`src/rtl/instr_fetch.sv`:
```
// Multi-cycle instruction fetch unit: FETCH/WAIT/EXEC/HALT sequencing, PC update
// (sequential, branch, jump), fetch timeout fault and retired-instruction count.
module instr_fetch #(
  parameter int unsigned FETCH_TIMEOUT = 15,
  parameter logic [31:0] RESET_PC      = 32'h0000_0000
) (
  input  logic        CLK,
  input  logic        Reset,
  output logic        imem_req,
  output logic [31:0] imem_addr,
  input  logic        imem_ready,
  input  logic [31:0] imem_rdata,
  output logic [31:0] instr,
  output logic [5:0]  op,
  output logic [5:0]  funct,
  output logic        instr_valid,
  input  logic        exec_done,
  input  logic        PCwrt,
  input  logic        jump,
  input  logic        branch,
  output logic [31:0] pc,
  output logic [31:0] pc4,
  output logic        halted,
  output logic        fault,
  output logic [31:0] retired
);

  typedef enum logic [1:0] {
    S_FETCH = 2'd0,
    S_WAIT  = 2'd1,
    S_EXEC  = 2'd2,
    S_HALT  = 2'd3
  } state_t;

  localparam logic [7:0] TIMEOUT_LAST = 8'(FETCH_TIMEOUT - 1);

  state_t      state, state_next;
  logic [7:0]  wait_cnt;
  logic        capture, retire, cnt_inc, to_fault;
  logic [31:0] br_off, br_target, j_target, next_pc;

  assign pc4       = pc + 32'd4;
  assign br_off    = {{14{instr[15]}}, instr[15:0], 2'b00};
  assign br_target = pc4 + br_off;
  assign j_target  = {pc4[31:28], instr[25:0], 2'b00};
  // Branch takes priority over jump when the controller asserts both.
  assign next_pc   = branch ? br_target : (jump ? j_target : pc4);

  assign imem_addr = pc;
  assign op        = instr[31:26];
  assign funct     = instr[5:0];
  assign halted    = (state == S_HALT);

  always_ff @(posedge CLK) begin
    if (Reset) state <= S_FETCH;
    else       state <= state_next;
  end

  always_comb begin
    state_next  = state;
    imem_req    = 1'b0;
    instr_valid = 1'b0;
    capture     = 1'b0;
    retire      = 1'b0;
    cnt_inc     = 1'b0;
    to_fault    = 1'b0;
    case (state)
      S_FETCH: begin
        imem_req   = 1'b1;
        state_next = S_WAIT;
      end
      S_WAIT: begin
        // Ready arriving in the expiry cycle still wins over the timeout.
        if (imem_ready) begin
          capture    = 1'b1;
          state_next = S_EXEC;
        end else if (wait_cnt == TIMEOUT_LAST) begin
          to_fault   = 1'b1;
          state_next = S_HALT;
        end else begin
          cnt_inc = 1'b1;
        end
      end
      S_EXEC: begin
        instr_valid = 1'b1;
        if (exec_done) begin
          if (PCwrt) begin
            retire     = 1'b1;
            state_next = S_FETCH;
          end else begin
            state_next = S_HALT;
          end
        end
      end
      S_HALT: state_next = S_HALT;
      default: state_next = S_FETCH;
    endcase
    if (Reset) begin
      imem_req    = 1'b0;
      instr_valid = 1'b0;
    end
  end

  always_ff @(posedge CLK) begin
    if (Reset) begin
      pc       <= RESET_PC;
      instr    <= '0;
      retired  <= '0;
      fault    <= 1'b0;
      wait_cnt <= '0;
    end else begin
      if (state == S_FETCH) wait_cnt <= '0;
      else if (cnt_inc)     wait_cnt <= wait_cnt + 8'd1;
      if (capture)  instr <= imem_rdata;
      if (to_fault) fault <= 1'b1;
      if (retire) begin
        pc      <= next_pc;
        retired <= retired + 32'd1;
      end
    end
  end

endmodule
```
`config.mk`:
```
export PLATFORM = sky130hd
export DESIGN_NAME = instr_fetch
export DESIGN_NICKNAME = d
export VERILOG_FILES = /design/src/rtl/instr_fetch.sv
export SDC_FILE = /design/constraint.sdc
export NUM_CORES = 1
export LEC_CHECK = 0
export BUFFER_PORTS_ARGS = -buffer_cell sky130_fd_sc_hd__buf_2
export CAP_MARGIN = 0
export CELL_PAD_IN_SITES_DETAIL_PLACEMENT = 1
export CELL_PAD_IN_SITES_GLOBAL_PLACEMENT = 1
export CORE_MARGIN = 8
export CORE_UTILIZATION = 34
export DETAILED_ROUTE_END_ITERATION = 16
export GPL_TIMING_DRIVEN = 0
export PLACE_DENSITY_LB_ADDON = 0.12
export RECOVER_POWER = 25
export SLEW_MARGIN = 40
export SYNTH_ARGS = -nofsm -noshare
export SYNTH_HDL_FRONTEND = slang
export SYNTH_SLANG_ARGS = --single-unit
```
`constraint.sdc`:
```
create_clock -name CLK -period 3.9 [get_ports CLK]
set_input_delay 0.585 -clock CLK [delete_from_list [all_inputs] [get_ports CLK]]
set_output_delay 0.585 -clock CLK [all_outputs]
set_load 0.01 [all_outputs]
```
Word-level counts from Yosys, hierarchy flattened
Index checks and enable logic that the tools add are counted.
- logic and storage cells: 41
- output and inout port bits: 176
- input port bits: 39
- register bits after elaboration: 107
- eq/ne operators: 6
- add/subtract/negate cells: 4
- reduce and logical (&&, ||, !) cells: 3
- muxes and demuxes: 22
- operator list (operator ; number):
    adder 32 x 1 -> 32 bit, second input constant ; 1
    adder 32 x 3 -> 32 bit, second input constant ; 1
    adder 32 bit ; 1
    2-to-1 mux 32 bit ; 1
    2-to-1 mux 28 bit ; 1
    2-to-1 mux 1 bit ; 15
    adder 8 x 1 -> 8 bit, second input constant ; 1
    equality test 8 x 4 -> 1 bit, second input constant ; 1
    2-to-1 mux 2 bit ; 4
    case mux 2 bit (4 select lines) ; 1
    equality test 2 bit, second input constant ; 2
    inequality test 3 bit, second input constant ; 1
    equality test 2 x 1 -> 1 bit, second input constant ; 1
    logical NOT 2 bit ; 1
    inequality test 2 bit, second input constant ; 1
    AND reduction 2 bit ; 1
    OR reduction 2 bit ; 1

Longest topological paths before layout
Gate-level depths: netlist of run 1.
- depth after elaboration: 4
- gate-level depth with buffers: 18
- mapped depth without buffers: 16

Worst setup path before layout of run 1
Ideal clock, no wire load.
- path kind: reg2reg
- start point: reg pc[2], in the netlist imem_addr[2]
- end point: reg pc[31], in the netlist imem_addr[31]
- buffers on the path: 2
- arrival time: 3956 ps
- slack: -179 ps
- setup time: 123 ps
- required time: 3777 ps
- period minus slack after synthesis: 4079 ps
- cell stages (with the launch flop): 18
- cell sequence: dfxtp_1 -> ha_1 -> and3_1 -> clkbuf_1 -> nand3_1 -> or2_2 -> clkbuf_1 -> nor2_1 -> xor2_1 -> ha_1 -> nand4_1 -> nor3_1 -> nand2_1 -> o211a_1 -> and3b_1 -> or4_1 -> a21oi_1 -> mux2_1
- cells in the longest elaborated chain, start to end: 3
- ends and longest elaborated chain (what ; RTL line ; source):
    start: declaration ; 21 ; output logic [31:0] pc,
    start signal: assignment ; 117 ; pc <= next_pc;
    adder 32 x 3 -> 32 bit ; 42 ; assign pc4 = pc + 32'd4;
    named net pc4[28] ; 22 ; output logic [31:0] pc4,
    adder 32 bit ; 44 ; assign br_target = pc4 + br_off;
    2-to-1 mux 32 bit ; 47 ; assign next_pc = branch ? br_target : (jump ? j_target : pc4);
The timed path passes the listed nets, and every way through them passes these cells.
A chain may end at the register's enable or synchronous reset.

Worst setup path after layout of run 1
- start point: reg pc[18], in the netlist imem_addr[18]
- end point: reg pc[31], in the netlist imem_addr[31]
- cells in the longest elaborated chain, start to end: 3
- ends and longest elaborated chain (what ; RTL line):
    adder 32 x 3 -> 32 bit (*) ; 42
    adder 32 bit ; 44
    2-to-1 mux 32 bit (*) ; 47
Every way passes the cells marked *; elsewhere a longest branch is shown, timed or not.

==> impl_metrics.env, run 1 <==
export IMPL_min_period_over_period_pct=100
export IMPL_ys_seq_area_share_pct=30.0
export IMPL_max_slew_margin_pct=41.5
export IMPL_io_pins=215
export IMPL_synthArstFlopShare_pct=0
export IMPL_reg2reg_from="imem_addr[18]$_SDFFE_PP0P_"
export IMPL_nets=1250
export IMPL_ys_dominant_reg_cell="dfxtp_1"
export IMPL_whs_path_depth=3
export IMPL_routed_wl_met3_um=1400
export IMPL_ys_ff_latch=105
export IMPL_maxCapViolCount=0
export IMPL_wl_per_cell_um=19.8
export IMPL_grt_max_degree=25
export IMPL_cts_htree_levels=3
export IMPL_final_common_cell="buf_2"
export IMPL_top_layer_used="met5"
export IMPL_cts_root_buf="clkbuf_16"
export IMPL_clk_latency_ps=360
export IMPL_portBuffers=206
export IMPL_antenna_found_initial=1
export IMPL_routed_wl_um=28600
export IMPL_core_rowCount=52
export IMPL_status="completed"
export IMPL_yosysWarnings=0
export IMPL_grt_pass1_wl_um=43800
export IMPL_peakVddDrop_mv=0.207
export IMPL_hpwl_um=21300
export IMPL_total_leakage_power_nw=4.45
export IMPL_post_route_drc_count=0
export IMPL_min_period_ps=3900
export IMPL_dieWidth_um=160
export IMPL_fmax_ghz=0.256
export IMPL_slew_violations=0
export IMPL_route_met2_wl_um=13600
export IMPL_setup_tns_ps=0
export IMPL_synth_edff_count=0
export IMPL_worstRegToRegCells=16
export IMPL_critPathLaunch="imem_addr[18]$_SDFFE_PP0P_"
export IMPL_holdCritPathClass="input pin to register"
export IMPL_clk_pin_slew_ps=90
export IMPL_pre_cts_ws_ps=-760
export IMPL_area_growth_pct=35.4
export IMPL_dieArea_sq_um=25400
export IMPL_diodes=0
export IMPL_timing_hold_worst_start="imem_rdata[1]"
export IMPL_antenna_left=0
export IMPL_setup_slack_ps=1.10
export IMPL_p_total_mw=2.57
export IMPL_worstSetupEndpoint="imem_addr[31]$_SDFFE_PP0P_"
export IMPL_grt_pass1_vias=7702
export IMPL_rsz0062_at_grt="yes"
export IMPL_worstSetupPathType="register to register"
export IMPL_power_density_nw_per_um2=271
export IMPL_skew_ps=12.7
export IMPL_synthCells=914
export IMPL_first_iter_violations=401
export IMPL_core_area_sq_um=20200
export IMPL_timing_rr_end="imem_addr[31]$_SDFFE_PP0P_"
export IMPL_place_area_sq_um=8420
export IMPL_ctsLongestPathBuffers=2
export IMPL_wl_met1_um=13100
export IMPL_die_h_um=160
export IMPL_grt_overflow_total=0
export IMPL_rrSetupSlack_ps=1
export IMPL_drive_above_1_share_pct=33.6
export IMPL_drt_first_pass_iters=4
export IMPL_syn_area_sq_um=7000
export IMPL_final_hold_violation_count=0
export IMPL_syn_area_per_cell_sq_um=7.66
export IMPL_synth_cell_types=65
export IMPL_critical_path_startpoint_type="register"
export IMPL_worst_pin_slew_ps=870
export IMPL_numClockSinks=105
export IMPL_gp_congestion=0.867
export IMPL_cp_arrival_ps=4150
export IMPL_mostFrequentLayoutCells="206 x buf_2, 130 x nand2_1, 102 x nor2_1"
export IMPL_setup_violations=0
export IMPL_cp_max_fo=5
export IMPL_numCtsBuffers=9
export IMPL_hold_buffers=0
export IMPL_vias_per_cell=5.20
export IMPL_endpoint_kind="register"
export IMPL_cts_tree="built"
export IMPL_track_usage_pct=21.4
export IMPL_start_util_pct=34.6
export IMPL_final_area_sq_um=9480
export IMPL_vias=7524
export IMPL_crit_required_ps=4150
-- per-layer routing --
| metal | vias to the layer above | track usage [%] |
|---|---|---|
| met2 | 193 | 36.3 |
| li1 | 3668 | - |
| met4 | 2 | 5.49 |
| met3 | 35 | 4.47 |
| met5 | - | 0 |
| met1 | 3626 | 27.0 |
-- final cells by class --
type	instances	area, sq um
Timing Repair Buffer	244	1320
Inverter	14	52.6
Clock buffer	9	225
Fill cell	2590	10800
Buffer	88	531
Multi-Input combinational cell	709	4750
Sequential cell	105	2150
Clock inverter	7	108
Tap cell	270	338
-- critical path, cell delays in order, from the launching register on --
cell and delay (ps):
dfxtp_4 370, and4_4 230, and3_4 220, nand4_1 150, buf_6 180, nor2_4 120
nand4_1 150, xnor2_2 310, ha_4 280, a21oi_2 180, nand2_1 90, a21oi_1 230
o211a_1 200, a21boi_1 80, or4_4 520, a21oi_4 180, mux2_4 320
-- logic make-up after synthesis --
| logic type | share of synthesized area (%) |
|---|---|
| and+or+nand+nor | 23.5 |
| AOI/OAI and AO/OA | 18.2 |
| DFF | 30.0 |
| buffers and inverters | 8.24 |
| xor gates and xnor gates | 10.1 |
| adders and majority gates | 7.25 |
| muxes | 2.61 |
| other | 0.0535 |
-- cells in the mapped netlist, types with 4 or more instances --
cell type	instances	area, sq um
nor3_1	16	80.1
o21a_1	6	45.0
xor2_1	45	394
or3_1	5	31.3
nor4_1	4	25.0
inv_1	14	52.6
dfxtp_1	105	2100
and4_1	7	61.3
xnor2_1	36	315
nor2_1	107	402
o21bai_1	4	30.0
a211oi_1	22	165
buf_4	48	360
clkbuf_1	38	143
a31oi_1	9	56.3
nand4_1	16	100
nand3_1	29	145
and3_1	17	106
o21ai_0	39	195
mux2i_1	16	160
ha_1	39	488
nand2b_1	6	37.5
nand2_1	131	492
o211ai_1	7	52.6
a21o_1	14	105
a21oi_1	73	365
-- sequential cells by signal, indices dropped and copies added (netlist names) --
name       flops
imem_addr     30
instr         32
state          2
fault          1
retired       32
wait_cnt       8
-- repair_timing --
item                                    CTS  global route
endpoints found under the setup margin   11             7
resized for setup                        58            48
pin swaps                                18            19
setup buffers                            22            15
gates cloned                              0             0
-- worst min path at each step --
stage                                to  slack (ps)
2_1_floorplan  wait_cnt[7]$_SDFFE_PP0P_         480
3_3_place_gp         fault$_SDFFE_PP0P_         450
3_5_place_dp         fault$_SDFFE_PP0P_         460
4_1_cts          instr[27]$_SDFFE_PP0P_         440
6_report          instr[1]$_SDFFE_PP0P_         450
5_1_grt          instr[30]$_SDFFE_PP0P_         440
-- metrics by stage --
step           util (%)  hold WS [ps]  std cells
2_1_floorplan         -           479        919
3_3_place_gp       41.6           448       1395
3_5_place_dp       41.6           464       1396
4_1_cts            45.2           442       1432
5_1_grt            46.9           442       1446
6_report           46.9           448       1446
-- where the power goes --
| group | internal (mW) | switching [mW] |
|---|---|---|
| combinational | 0.164 | 0.245 |
| sequential | 1.09 | 0.0384 |
| clock | 0.524 | 0.501 |
Power figures use the tool's default switching activity.
==> inputs of run 2 (changes only) <==
Settings changed: ABC_AREA set to 1, CORE_UTILIZATION 34 to 33.
==> run 2 against run 1 <==
Net effect: utilization decreased by 6.6 points; sequential power increased by 4%; register-to-register slack improved by 270 ps; combinational power up 24%; synthesized cell count is 40% higher; die area rose by 16%; design area increased by 2.0%; fmax is 7.4% higher; clock power fell by 4%; final cell count increased by 27%; highest routed layer unchanged; routed wire length up 20%; clock skew grew 1.4 ps.
==> impl_metrics.env, run 2 <==
export IMPL_status="completed"
export IMPL_dieWidth_um=172
export IMPL_timing_hold_worst_start="wait_cnt[7]$_SDFFE_PP0P_"
export IMPL_synthCells=1281
export IMPL_final_seq_area_sq_um=2110
export IMPL_slowest_delay_ps=520
export IMPL_holdCritPathClass="register to register"
export IMPL_first_iter_violations=534
export IMPL_portBuffers=205
export IMPL_dieArea_sq_um=29500
export IMPL_routed_wl_um=34300
export IMPL_syn_area_sq_um=8000
export IMPL_setup_tns_ps=0
export IMPL_endpoint_kind="register"
export IMPL_wl_per_cell_um=18.8
export IMPL_synth_edff_count=0
export IMPL_gp_congestion=0.936
export IMPL_area_growth_pct=21.0
export IMPL_grt_max_degree=24
export IMPL_yosysTopAreaCell="dfxtp_1"
export IMPL_grt_pass1_wl_um=53200
export IMPL_final_common_cell="nand2_1"
export IMPL_max_slew_margin_pct=42.2
export IMPL_cp_depth=15
export IMPL_cts_tree="built"
export IMPL_timing_rr_end="imem_addr[22]$_SDFFE_PP0P_"
export IMPL_die_h_um=172
export IMPL_antenna_left=0
export IMPL_io_pins=215
export IMPL_cp_max_fo=7
export IMPL_vias_per_cell=5.00
export IMPL_diodes=0
export IMPL_slew_violations=0
export IMPL_clk_pin_slew_ps=80
export IMPL_numClockSinks=105
export IMPL_min_period_over_period_pct=93.1
export IMPL_core_area_sq_um=24000
export IMPL_whs_path_depth=2
export IMPL_total_leakage_power_nw=4.67
export IMPL_worstPathCellList="nand2_1 -> nor2_1 -> nand2_1 -> nor2_1 -> xor2_1 -> ha_1 -> nand2_1 -> inv_1 -> a21oi_1 -> nand3_1 -> nand2_1 -> nand2_1 -> xor2_1 -> nand2_1 -> a21oi_1"
export IMPL_rrSetupSlack_ps=270
export IMPL_hold_end="wait_cnt[7]$_SDFFE_PP0P_"
export IMPL_grt_pass1_vias=9545
export IMPL_rsz0062_at_grt="no"
export IMPL_core_rowCount=57
export IMPL_drive_above_1_share_pct=16.1
export IMPL_worstSetupPathType="register to register"
export IMPL_final_hold_violation_count=0
export IMPL_skew_ps=14.2
export IMPL_crit_required_ps=4200
export IMPL_vias=9151
export IMPL_hpwl_um=28300
export IMPL_ys_ff_latch=105
export IMPL_netlist_top_cells_count="302 x nand2_1, 164 x inv_1, 151 x a21oi_1"
export IMPL_yosysWarnings=0
export IMPL_numCtsBuffers=9
export IMPL_netlist_area_leader_share_pct=26.3
export IMPL_crit_top_cell="nand2_1"
export IMPL_grt_overflow_total=0
export IMPL_drt_first_pass_iters=4
export IMPL_maxCapViolCount=0
export IMPL_synth_cell_types=45
export IMPL_cts_htree_levels=3
export IMPL_worst_pin_slew_ps=866
export IMPL_critical_path_startpoint_type="register"
export IMPL_start_util_pct=33.3
export IMPL_setup_violations=0
export IMPL_final_fill_count=3318
export IMPL_syn_area_per_cell_sq_um=6.24
export IMPL_hold_slack_ps=483
export IMPL_crit_path_top_delay_cell="dfxtp_1"
export IMPL_multi_input_area_sq_um=4770
export IMPL_worstRegToRegCells=15
export IMPL_critical_path_top_delay_family="simple AND/OR/NAND/NOR gates"
export IMPL_power_density_nw_per_um2=276
export IMPL_ctsLongestPathBuffers=2
export IMPL_peakVddDrop_mv=0.198
export IMPL_yosysMostFrequentCell="nand2_1"
export IMPL_post_route_drc_count=0
export IMPL_synthArstFlopShare_pct=0
export IMPL_clk_latency_ps=370
export IMPL_antenna_found_initial=1
export IMPL_fmax_ghz=0.276
export IMPL_cp_arrival_ps=3930
export IMPL_cts_root_buf="clkbuf_16"
export IMPL_track_usage_pct=23.3
export IMPL_mostFrequentLayoutCells="302 x nand2_1, 165 x inv_1, 151 x a21oi_1"
export IMPL_ys_dominant_reg_cell="dfxtp_1"
export IMPL_reg2reg_from="imem_addr[12]$_SDFFE_PP0P_"
export IMPL_path_buf_inv=1
export IMPL_ys_seq_area_share_pct=26.3
export IMPL_nets=1581
export IMPL_min_period_ps=3630
export IMPL_synth_area_top_cells="dfxtp_1 26%, nand2_1 14%, a21oi_1 9.4%"
[run 2: logic make-up after synthesis]
logic type | share of synthesized area [%]
buffers and inverters | 14.2
AOI/OAI and AO/OA | 17.3
xor gates and xnor gates | 3.61
and+or+nand+nor | 32.1
other | 0.0469
adders and majority gates | 6.35
DFF | 26.3
[run 2: worst max path at each step]
stage	startpoint	endpoint	slack, ps
detailed placement	imem_addr[2]$_SDFFE_PP0P_	imem_addr[22]$_SDFFE_PP0P_	260
finish	imem_addr[12]$_SDFFE_PP0P_	imem_addr[22]$_SDFFE_PP0P_	270
CTS	imem_addr[2]$_SDFFE_PP0P_	imem_addr[22]$_SDFFE_PP0P_	210
floorplan	imem_addr[2]$_SDFFE_PP0P_	imem_addr[18]$_SDFFE_PP0P_	1050
global placement	imem_addr[2]$_SDFFE_PP0P_	imem_addr[31]$_SDFFE_PP0P_	300
global route	imem_addr[11]$_SDFFE_PP0P_	imem_addr[30]$_SDFFE_PP0P_	50
[run 2: per-layer routing]
metal	vias to the layer above	GRT usage (%)	part of all wire (%)
met5	-	0	0.038
met4	2	6.43	1.9
met2	199	40.9	48
li1	4553	-	-
met3	38	4.80	5.5
met1	4359	28.3	44
[run 2: metrics by stage]
| stage | cells | total power, mW | setup slack (ps) | util [%] | cell area (sq um) |
|---|---|---|---|---|---|
| after floorplan | 1286 | 1.49 | 1050 | - | 8020 |
| after global placement | 1815 | 1.70 | 304 | 39.3 | 9450 |
| after detailed placement | 1815 | 1.71 | 259 | 39.3 | 9450 |
| after CTS | 1830 | 2.70 | 212 | 40.6 | 9750 |
| after global routing | 1830 | 2.79 | 46.8 | 40.3 | 9670 |
| final | 1830 | 2.67 | 271 | 40.3 | 9670 |
[run 2: worst min-delay path: stages (launching register included)]
cell and delay (ps):
dfxtp_1 310, o21ai_0 70, a21oi_1 60
[run 2: power breakdown]
group	internal, mW	leakage, nW	switching (mW)	total (mW)
combinational	0.179	3.66	0.330	0.509
sequential	1.11	0.853	0.0617	1.17
clock	0.521	0.151	0.471	0.992
[run 2: what timing repair did]
item / in CTS / in global routing
hold buffers: 0 / 0
setup endpoints to repair: 0 / 7
endpoints found under the hold margin: 0 / 0
buffers inserted: 0 / 0
resized for setup: 0 / 6
[run 2: cell type report]
class | count | share of cell area [%]
Timing Repair Buffer | 205 | 9.82
Buffer | 85 | 5.21
Sequential cell | 105 | 21.8
Tap cell | 324 | 4.19
Inverter | 169 | 6.56
Multi-Input combinational cell | 927 | 49.3
Clock inverter | 5 | 0.660
Clock buffer | 10 | 2.47
==> inputs of run 3 (changes only) <==
Settings changed: MAX_ROUTING_LAYER set to met4.
==> run 3 against run 2 <==
Net effect: clock-buffer cell count is the same; clock skew up 0.67 ps; global-route usage increased by 0.69 points; utilization barely moved; combinational power barely moved; hold slack is essentially flat; critical endpoint is now imem_addr[31]$_SDFFE_PP0P_; largest power group unchanged.
==> impl_metrics.env, run 3 (same netlist as run 2, synthesis figures left out) <==
export IMPL_status="completed"
export IMPL_hpwl_um=28300
export IMPL_numCtsBuffers=9
export IMPL_ctsLongestPathBuffers=2
export IMPL_core_area_sq_um=24000
export IMPL_worstPathCellList="nand2_1 -> nor2_1 -> nand2_1 -> nor3_1 -> xor2_1 -> ha_1 -> nand2_1 -> inv_1 -> nand2_1 -> nand3_1 -> a21oi_1 -> nand2_1 -> a21oi_1 -> nand2_1 -> nand3_1 -> nand2_1 -> a21oi_1"
export IMPL_critical_path_startpoint_type="register"
export IMPL_fmax_ghz=0.275
export IMPL_min_period_over_period_pct=93.3
export IMPL_slowest_delay_ps=540
export IMPL_worst_pin_slew_ps=899
export IMPL_crit_required_ps=4190
export IMPL_postCtsSetupBuffers=0
export IMPL_setup_violations=0
export IMPL_setup_slack_ps=262
export IMPL_critPathLaunch="imem_addr[10]$_SDFFE_PP0P_"
export IMPL_reg2reg_from="imem_addr[10]$_SDFFE_PP0P_"
export IMPL_core_rowCount=57
export IMPL_timing_hold_worst_start="wait_cnt[7]$_SDFFE_PP0P_"
export IMPL_setup_tns_ps=0
export IMPL_endpoint_kind="register"
export IMPL_cp_arrival_ps=3930
export IMPL_drive_above_1_share_pct=16.1
export IMPL_slew_violations=0
export IMPL_routed_wl_um=34300
export IMPL_vias_per_cell=5.00
export IMPL_peakVddDrop_mv=0.193
export IMPL_min_period_ps=3640
export IMPL_portBuffers=205
export IMPL_track_usage_pct=24.0
export IMPL_grt_pass1_vias=9546
export IMPL_crit_path_top_delay_cell="dfxtp_1"
export IMPL_nets=1581
export IMPL_critical_path_top_delay_family="simple AND/OR/NAND/NOR gates"
export IMPL_clk_latency_ps=370
export IMPL_start_util_pct=33.3
export IMPL_io_pins=215
export IMPL_rsz0062_at_grt="no"
export IMPL_first_iter_violations=534
export IMPL_antenna_left=0
export IMPL_skew_ps=14.8
export IMPL_gp_congestion=0.953
export IMPL_grt_max_degree=24
export IMPL_die_h_um=172
export IMPL_p_total_mw=2.67
export IMPL_final_common_cell="nand2_1"
export IMPL_crit_top_cell="nand2_1"
export IMPL_dieWidth_um=172
export IMPL_wl_per_cell_um=18.7
export IMPL_fin_util_pct=40.2
export IMPL_holdCritPathClass="register to register"
export IMPL_vias=9158
export IMPL_antenna_found_initial=1
export IMPL_power_density_nw_per_um2=276
export IMPL_clk_pin_slew_ps=80
export IMPL_cts_tree="built"
export IMPL_cp_max_fo=7
export IMPL_cts_htree_levels=3
export IMPL_numClockSinks=105
export IMPL_max_slew_margin_pct=40.1
export IMPL_maxCapViolCount=0
export IMPL_final_cells=1831
export IMPL_cts_root_buf="clkbuf_16"
export IMPL_post_route_drc_count=0
export IMPL_worstSetupPathType="register to register"
export IMPL_dieArea_sq_um=29500
export IMPL_placed_cells=1815
export IMPL_path_buf_inv=1
export IMPL_pre_cts_ws_ps=259
export IMPL_drt_first_pass_iters=4
export IMPL_grt_overflow_total=0
export IMPL_grt_pass1_wl_um=53100
export IMPL_final_hold_violation_count=0
export IMPL_mostFrequentLayoutCells="302 x nand2_1, 166 x inv_1, 151 x a21oi_1"
export IMPL_area_growth_pct=20.9
export IMPL_total_leakage_power_nw=4.67
-- run 3: where the power goes --
group          leakage, nW  total [mW]  internal (mW)  switching, mW
Clock                0.151       0.989          0.521          0.469
Combinational         3.67       0.508          0.179          0.329
Sequential           0.853        1.17           1.11         0.0613
-- run 3: worst reg2reg max path, delay by kind of cell (launching register included) --
kind | cells | cell delay [ps]
compound gates | 3 | 580
xor+xnor | 1 | 390
flops | 1 | 540
buf+inv | 1 | 60
simple gates | 11 | 1650
fa+ha+maj | 1 | 360
-- run 3: layout make-up --
class | count | area, sq um
sequential | 105 | 2110
inverter | 169 | 634
timing repair buffer | 205 | 951
buffer | 85 | 504
tap | 324 | 405
clock buffer | 10 | 239
multi-input combinational | 927 | 4770
clock inverter | 5 | 63.8
fill | 3321 | 14400
antenna | 1 | 2.50
-- run 3: path summary, 6_finish.rpt --
check                                    end  cells past startpoint  slack (ps)
setup / recovery  imem_addr[31]$_SDFFE_PP0P_                     17         260
hold / removal      wait_cnt[7]$_SDFFE_PP0P_                      2         480
setup reg to reg  imem_addr[31]$_SDFFE_PP0P_                     17         260
hold reg to reg     wait_cnt[7]$_SDFFE_PP0P_                      2         480
-- run 3: through the flow --
step,hold WS [ps],instance area [sq um]
6_report,483,9670
4_1_cts,481,9750
3_3_place_gp,463,9450
3_5_place_dp,476,9450
5_1_grt,492,9670
2_1_floorplan,448,8020
-- run 3: what timing repair did --
item	4_1_cts	5_1_grt
setup endpoints to repair	0	7
gates resized for setup	0	5
hold buffers	0	0
-- run 3: routing by layer --
metal	global-route usage, %	routed length [um]	up-vias
li1	-	-	4554
met1	28.5	15100	4369
met2	40.9	16600	199
met3	4.68	1930	36
met4	6.43	611	0
met5	-	0	-
